File: config.mk
export PLATFORM = sky130hd
export DESIGN_NAME = pipe_stage_reg
export DESIGN_NICKNAME = d
export VERILOG_FILES = /design/src/rtl/pipe_pkg.sv /design/src/rtl/pipe_cnt_sat.sv /design/src/rtl/pipe_stage_reg.sv
export SDC_FILE = /design/constraint.sdc
export NUM_CORES = 1
export LEC_CHECK = 0
export CORE_UTILIZATION = 51
export DETAILED_ROUTE_END_ITERATION = 8
export GPL_TIMING_DRIVEN = 0
export PLACE_DENSITY = 0.81
export RECOVER_POWER = 100
export SYNTH_ARGS = -nofsm -noshare
export SYNTH_HDL_FRONTEND = slang
export SYNTH_HIERARCHICAL = 1
export SYNTH_SLANG_ARGS = --single-unit
File: constraint.sdc
create_clock -name clk -period 2.8 [get_ports clk]
set_clock_uncertainty 0.2 [all_clocks]
set_input_delay 0.42 -clock clk [delete_from_list [all_inputs] [get_ports clk]]
set_output_delay 0.42 -clock clk [all_outputs]
set_load 0.05 [all_outputs]
File: src/rtl/pipe_pkg.sv
// Shared definitions for the handshaked pipeline stage register:
// occupancy states and the default ID/EX control and data bundle layout.
package pipe_pkg;

    typedef enum logic [1:0] {
        EMPTY = 2'd0,
        ONE   = 2'd1,
        TWO   = 2'd2
    } pipe_state_e;

    // Default control bundle bit positions (ID/EX)
    localparam int PIPE_CTRL_W        = 11;
    localparam int CTRL_ALUSRC        = 0;
    localparam int CTRL_BRANCH        = 1;
    localparam int CTRL_JUMP          = 2;
    localparam int CTRL_ALUCTL_LO     = 3;
    localparam int CTRL_ALUCTL_HI     = 5;
    localparam int CTRL_MEMRD         = 6;
    localparam int CTRL_MEMWR         = 7;
    localparam int CTRL_REGWR         = 8;
    localparam int CTRL_RESSRC_LO     = 9;
    localparam int CTRL_RESSRC_HI     = 10;

    localparam logic [PIPE_CTRL_W-1:0] PIPE_CTRL_BUBBLE = '0;

    // Default data bundle field offsets (ID/EX): Rs2, Rs1, Rd, Imm, RD2, RD1, PC+4, PC
    localparam int PIPE_DATA_W        = 175;
    localparam int DATA_RS2_LO        = 0;
    localparam int DATA_RS1_LO        = 5;
    localparam int DATA_RD_LO         = 10;
    localparam int DATA_IMM_LO        = 15;
    localparam int DATA_RD2_LO        = 47;
    localparam int DATA_RD1_LO        = 79;
    localparam int DATA_PC4_LO        = 111;
    localparam int DATA_PC_LO         = 143;

endpackage

File: src/rtl/pipe_cnt_sat.sv
// Saturating up-counter used for the stage's performance-debug counters.
// Counts one per cycle while inc is high and sticks at all-ones.
module pipe_cnt_sat #(
    parameter int W = 16
) (
    input  logic         clk,
    input  logic         reset,
    input  logic         inc,
    output logic [W-1:0] cnt
);

    logic [W-1:0] cnt_q;
    logic [W-1:0] cnt_d;

    always_ff @(posedge clk) begin
        if (!reset) begin
            cnt_q <= '0;
        end else begin
            cnt_q <= cnt_d;
        end
    end

    always_comb begin
        cnt_d = cnt_q;
        if (inc && (cnt_q != {W{1'b1}})) begin
            cnt_d = cnt_q + 1'b1;
        end
    end

    assign cnt = cnt_q;

endmodule

File: src/rtl/pipe_stage_reg.sv
// Handshaked pipeline stage register with optional skid slot, synchronous
// flush to a bubble, and saturating bubble/flush counters.
module pipe_stage_reg
    import pipe_pkg::*;
#(
    parameter int                DATA_W      = PIPE_DATA_W,
    parameter int                CTRL_W      = PIPE_CTRL_W,
    parameter logic [CTRL_W-1:0] CTRL_BUBBLE = CTRL_W'(PIPE_CTRL_BUBBLE),
    parameter bit                SKID        = 1'b1,
    parameter int                CNT_W       = 16
) (
    input  logic              clk,
    input  logic              reset,
    input  logic              flush,
    input  logic              in_valid,
    output logic              in_ready,
    input  logic [DATA_W-1:0] in_data,
    input  logic [CTRL_W-1:0] in_ctrl,
    output logic              out_valid,
    input  logic              out_ready,
    output logic [DATA_W-1:0] out_data,
    output logic [CTRL_W-1:0] out_ctrl,
    output logic [CNT_W-1:0]  bubble_cnt,
    output logic [CNT_W-1:0]  flush_cnt
);

    pipe_state_e       state_q, state_d;
    logic [DATA_W-1:0] mData_q, mData_d;
    logic [CTRL_W-1:0] mCtrl_q, mCtrl_d;
    logic [DATA_W-1:0] sData_q, sData_d;
    logic [CTRL_W-1:0] sCtrl_q, sCtrl_d;

    logic accept;
    logic drain;
    logic bubbleInc;
    logic flushInc;

    always_ff @(posedge clk) begin
        if (!reset) begin
            state_q <= EMPTY;
            mData_q <= '0;
            mCtrl_q <= CTRL_BUBBLE;
            sData_q <= '0;
            sCtrl_q <= CTRL_BUBBLE;
        end else begin
            state_q <= state_d;
            mData_q <= mData_d;
            mCtrl_q <= mCtrl_d;
            sData_q <= sData_d;
            sCtrl_q <= sCtrl_d;
        end
    end

    assign accept = in_valid && in_ready;
    assign drain  = out_valid && out_ready;

    // Emptied slots are rewritten as bubbles so out_* reads as a NOP when idle.
    always_comb begin
        state_d = state_q;
        mData_d = mData_q;
        mCtrl_d = mCtrl_q;
        sData_d = sData_q;
        sCtrl_d = sCtrl_q;
        if (flush) begin
            state_d = EMPTY;
            mData_d = '0;
            mCtrl_d = CTRL_BUBBLE;
            sData_d = '0;
            sCtrl_d = CTRL_BUBBLE;
        end else begin
            unique case (state_q)
                EMPTY: begin
                    if (accept) begin
                        state_d = ONE;
                        mData_d = in_data;
                        mCtrl_d = in_ctrl;
                    end
                end
                ONE: begin
                    if (accept && drain) begin
                        mData_d = in_data;
                        mCtrl_d = in_ctrl;
                    end else if (accept && SKID) begin
                        state_d = TWO;
                        sData_d = in_data;
                        sCtrl_d = in_ctrl;
                    end else if (drain) begin
                        state_d = EMPTY;
                        mData_d = '0;
                        mCtrl_d = CTRL_BUBBLE;
                    end
                end
                TWO: begin
                    if (drain) begin
                        state_d = ONE;
                        mData_d = sData_q;
                        mCtrl_d = sCtrl_q;
                        sData_d = '0;
                        sCtrl_d = CTRL_BUBBLE;
                    end
                end
                default: begin
                    state_d = EMPTY;
                end
            endcase
        end
    end

    always_comb begin
        out_valid = (state_q != EMPTY);
        out_data  = mData_q;
        out_ctrl  = mCtrl_q;
        if (SKID) begin
            in_ready = (state_q != TWO);
        end else begin
            in_ready = (state_q == EMPTY) || out_ready;
        end
    end

    assign bubbleInc = out_ready && !out_valid;
    assign flushInc  = flush && (state_q != EMPTY);

    pipe_cnt_sat #(.W(CNT_W)) uBubbleCnt (
        .clk   (clk),
        .reset (reset),
        .inc   (bubbleInc),
        .cnt   (bubble_cnt)
    );

    pipe_cnt_sat #(.W(CNT_W)) uFlushCnt (
        .clk   (clk),
        .reset (reset),
        .inc   (flushInc),
        .cnt   (flush_cnt)
    );

endmodule

After elaboration in Yosys (flattened, before gate mapping)

Index checks and enable logic that the tools add are counted.

Output and inout bits: 220
Register bits after elaboration: 406

Muxes and demuxes: 22
Add/sub/neg operators: 2
Eq/ne operators: 12
Bitwise gates (word level): 1
Reductions and logical operators: 16

Operator list:

| kind                                                                  | count |
|---|---|
| 175-bit two-way mux                                                   | 6 |
| 175-bit case mux with 3 select lines                                  | 1 |
| 175-bit case mux with 2 select lines                                  | 1 |
| 11-bit two-way mux                                                    | 6 |
| 11-bit case mux with 3 select lines                                   | 1 |
| 16-bit by 1-bit adder with 16-bit output, second input constant       | 2 |
| 16-bit != test, second input constant                                 | 2 |
| 11-bit case mux with 2 select lines                                   | 1 |
| 2-bit two-way mux                                                     | 5 |
| 2-bit != test, second input constant                                  | 5 |
| 3-bit != test, second input constant                                  | 3 |
| 4-bit AND reduction                                                   | 2 |
| 1-bit logical AND                                                     | 7 |
| 2-bit case mux with 3 select lines                                    | 1 |
| 5-bit AND reduction                                                   | 1 |
| 2-bit nonzero test                                                    | 2 |
| 3-bit nonzero test                                                    | 1 |
| 2-bit by 1-bit equality test with 1-bit output, second input constant | 1 |
| 2-bit equality test, second input constant                            | 1 |
| 2-bit logical NOT                                                     | 1 |
| 2-bit OR reduction                                                    | 1 |
| 1-bit logical NOT                                                     | 1 |
| 1-bit NOT                                                             | 1 |

Longest topological paths before layout

Depth in word-level cells: 6
Depth in mapped cells: 9
Mapped depth without buffers: 7

By module

Netlist, hierarchy kept.

By module, submodules not included:

| module         | seq. area each (µm²) | cells each | area each (µm²) | times used |
|---|---|---|---|---|
| pipe_stage_reg | 7487.2               | 1776       | 16146.7         | 1 |
| pipe_cnt_sat   | 320.3                | 97         | 837.1           | 2 |

Worst setup path after synthesis

No wires, ideal clock.

Path type: register to register
Start point: reg state_q[0]
End point: reg mData_q[121], in the netlist out_data[121]
Arrival: 2.069 ns
Slack: 0.446 ns
Stages on the path, launching flop included: 10
Library setup time: 0.086 ns
Buffers on the path: 3
Cells stage by stage: dfxtp_1 > inv_1 > ha_1 > inv_1 > o211ai_2 > and3_1 > buf_2 > buf_6 > buf_2 > a211oi_1

Cells in the longest elaborated chain, start to end: 5
Elaborated cells between the ends (all ways): 16
Those cells by class: eq/ne (7); mux (2); reduce/logical (7)

Ends and longest elaborated chain:

| item                                                                                         | RTL line              | text |
|---|---|---|
| from (decl)                                                                                  | pipe_stage_reg.sv:27  | `pipe_state_e state_q, state_d;` |
| from (signal assigned)                                                                       | pipe_stage_reg.sv:46  | `state_q <= state_d;` |
| 2-bit != test (*)                                                                            | pipe_stage_reg.sv:114 | `in_ready = (state_q != TWO);` |
| named net in_ready                                                                           | pipe_stage_reg.sv:16  | `output logic in_ready,` |
| 1-bit logical AND (*)                                                                        | pipe_stage_reg.sv:54  | `assign accept = in_valid && in_ready;` |
| 1-bit logical AND                                                                            | pipe_stage_reg.sv:80  | `if (accept && drain) begin` |
| 3-bit != test (no line) / 175-bit two-way mux (equally long branches)                        | n/a                   |  |
| 5-bit AND reduction (no line) / 175-bit case mux with 3 select lines (equally long branches) | n/a                   |  |
| to (signal assigned)                                                                         | pipe_stage_reg.sv:47  | `mData_q <= mData_d;` |
| to (decl)                                                                                    | pipe_stage_reg.sv:28  | `logic [DATA_W-1:0] mData_q, mData_d;` |

The timed path passes the listed nets; every way through them passes the cells marked *.
A chain may end at the register's enable or synchronous reset.

Final worst setup path

Start point: reg state_q[0]
End point: reg sData_q[66]

Cells in the longest elaborated chain, start to end: 5
Elaborated cells between the ends (all ways): 13
Those cells by class: eq/ne (6); mux (1); reduce/logical (6)

Ends and longest elaborated chain:

| item                                                       | RTL line                                     | text |
|---|---|---|
| 2-bit != test / 2-bit nonzero test (equally long branches) | pipe_stage_reg.sv:114, pipe_stage_reg.sv:110 |  |
| 1-bit logical AND, on equally long branches                | pipe_stage_reg.sv:54, pipe_stage_reg.sv:55   |  |
| 1-bit logical AND                                          | pipe_stage_reg.sv:80                         |  |
| 2-bit != test (no line)                                    | n/a                                          |  |
| 4-bit AND reduction (no line)                              | n/a                                          |  |
| to (signal assigned)                                       | pipe_stage_reg.sv:49                         | `sData_q <= sData_d;` |
| to (decl)                                                  | pipe_stage_reg.sv:30                         | `logic [DATA_W-1:0] sData_q, sData_d;` |

Parallel ways exist; a longest one is shown, timed or not.

==> impl_metrics.ini <==
[worst_setup_path]
crit_top_cell = clkbuf_1
worst-path-buf-inv = 4
critPathMaxFanout = 10
max_stage_delay_ns = 0.72
cp_data_arrival_time_ns = 2.92
cp-start-kind = flip-flop
worst_setup_path_end_kind = flip-flop
critical-path-slowest-cell = clkbuf_1
required_ns = 2.99
path_class = flip-flop to flip-flop
path_cells = inv_1 -> ha_1 -> buf_2 -> clkbuf_1 -> clkbuf_1 -> nand4b_1 -> o21ai_0
cpLargestDelayFamily = buffers and inverters

[grt]
antenna_found_initial = 12
overflow = 0
grt_pass1_vias = 17620
grt_start_max_net_pins = 15
grt_pass1_wl_mm = 95.64
track_usage_pct = 33.23

[clock_network]
cts_tree = done
numCtsBuffers = 43
cts_root_buffer = clkbuf_16
clk_pin_slew_worst_paths_ns = 0.06
htreeDepth = 2
ctsLongestPathBuffers = 3
clk_latency_ns = 0.54
cts.sinks = 406

[drt]
ant_nets = 0
drtIter0Drc = 1686
drc = 0
wl_per_cell_microns = 21.21
viasPerCell = 6.312
vias = 18460
drt-pass1-iter-count = 6
wirelength_mm = 62.04

[layout]
layout_common_cells = dfxtp_1 (405), dlygate4sd3_1 (212), nand2_1 (207), clkdlybuf4s50_1 (196), a22oi_1 (187)
fillers = 2713
final_nets = 2629
multi_input_area_sq_um = 8564
area_growth_pct = 35.27
drive_gt1_share_pct = 8.947
register_area_sq_um = 8129
final_common_cell = dfxtp_1

[place]
place.gp.congestion = 0.8946
hpwl_mm = 43.18
io_buffers = 410
pre_cts_slack_ns = -0.7966

[timing]
finalSetupViolations = 0
fin_crit_ns = 2.734
period_share_pct = 97.66
slew_headroom_pct = 34.60
fin_ws_ns = 0.06552
maxSlewViolCount = 0
worst_slew_pin_slew_ns = 0.9810
fin_tns_setup_ns = 0
final_hold_viol_count = 0
max_freq_ghz = 0.3657

[min_path]
hold_class = flip-flop to flip-flop

[flow_run]
maxCapViolCount = 0

[synth]
yosysSeqAreaShare_pct = 45.61
synth-async-reset-ratio_pct = 0
synth_area_sq_um = 17820
ys.flop_type = dfxtp_1
syn_nets = 2170
synth.distinct_cells = 51
avgSynthCellArea_sq_um = 9.046
yosys_register_bits = 406
ys_warn_count = 6
syn_inst = 1970
synth_edf_count = 0

[power_and_ir_drop]
vdd_drop_max_uv = 514.1
powerDensity_nw_per_um2 = 609.7
cellLeakagePower_nw = 9.008

[floorplanning]
die_x_microns = 188.9
core_sq_um = 34460
io_pins = 411
die_y_microns = 188.9
start_util_pct = 51.72
fp.dieArea_sq_um = 35690
placementRows = 68

[status]
outcome = finished, final reports clean
-- state kept, by name (all words and copies together) (netlist names) --
| name | flops |
|---|---|
| out_data | 175 |
| out_ctrl | 11 |
| sData_q | 175 |
| sCtrl_q | 11 |
| uFlushCnt/cnt | 16 |
| uBubbleCnt/cnt | 16 |
| state_q | 2 |
-- through the flow --
stage                     total power, mW  area (sq um)  hold slack [ns]  instances  utilization (%)
after floorplan                     7.870         17820           0.2288       1970                -
after global placement              8.883         22490           0.2356       2835            65.28
after detailed placement            8.934         22490           0.2411       2835            65.28
after CTS                           14.76         24030           0.2497       2914            69.75
after global routing                15.15         24100           0.2615       2923            69.95
final                               14.70         24110           0.2476       2925            69.96
-- final timing paths --
| kind | startpoint | end | slack, ns | cells past startpoint |
|---|---|---|---|---|
| worst min-delay path | sData_q[153] | sData_q[153] | 0.25 | 2 |
| worst min register to register | sData_q[153] | sData_q[153] | 0.25 | 2 |
| worst max-delay path | state_q[0] | sData_q[66] | 0.07 | 7 |
| worst max register to register | state_q[0] | sData_q[66] | 0.07 | 7 |
-- logic make-up after synthesis --
family	after synthesis	share of synthesized area (%)
flops	406	45.61
compound gates	795	29.67
xor+xnor	4	0.1966
fa+ha+maj	9	0.6319
simple gates	484	16.96
buf+inv	264	6.473
mux	8	0.4564
-- cell usage after synthesis (18+ instances only) --
library cell	instances	area, sq um
a31oi_1	186	1164
nand4b_1	186	1629
o21ai_0	74	370.4
o21ai_1	120	600.6
a22oi_1	187	1404
a211oi_1	176	1321
a21oi_1	18	90.09
clkbuf_1	150	563.0
dfxtp_1	406	8128
nand2_1	207	777.0
buf_2	76	380.4
-- worst min-delay path, cell delays in order (launching register included) --
cell     delay (ns)
dfxtp_1        0.30
nand2_1        0.05
o21ai_1        0.05
-- power breakdown --
| part | internal, mW | switching, mW | leakage [nW] |
|---|---|---|---|
| Combinational | 0.960 | 1.74 | 4.99 |
| Clock | 3.54 | 2.34 | 0.722 |
| Sequential | 5.99 | 0.120 | 3.30 |
-- cell type report --
| cell class | instances | area share, % |
|---|---|---|
| Tap cell | 455 | 2.362 |
| Clock inverter | 10 | 0.5294 |
| Antenna cell | 11 | 0.1142 |
| Sequential cell | 406 | 33.72 |
| Buffer | 248 | 4.822 |
| Timing Repair Buffer | 416 | 17.18 |
| Multi-Input combinational cell | 1300 | 35.53 |
| Inverter | 14 | 0.2180 |
| Clock buffer | 65 | 5.522 |
-- layer usage --
layer	vias to the layer above	part of all wire (%)	global-route usage [%]
li1	8571	-	-
met1	8824	40	42.46
met2	879	47	53.70
met3	185	8.3	5.449
met4	4	5.1	17.99
met5	-	0.034	0
-- repair_timing --
action,4_1_cts,5_1_grt
buffers inserted,4,2
pin swaps,1,2
gates resized for setup,20,67
hold endpoints to repair,0,0
hold buffers,0,0
endpoints found under the setup margin,294,327
Power figures use the tool's default switching activity.
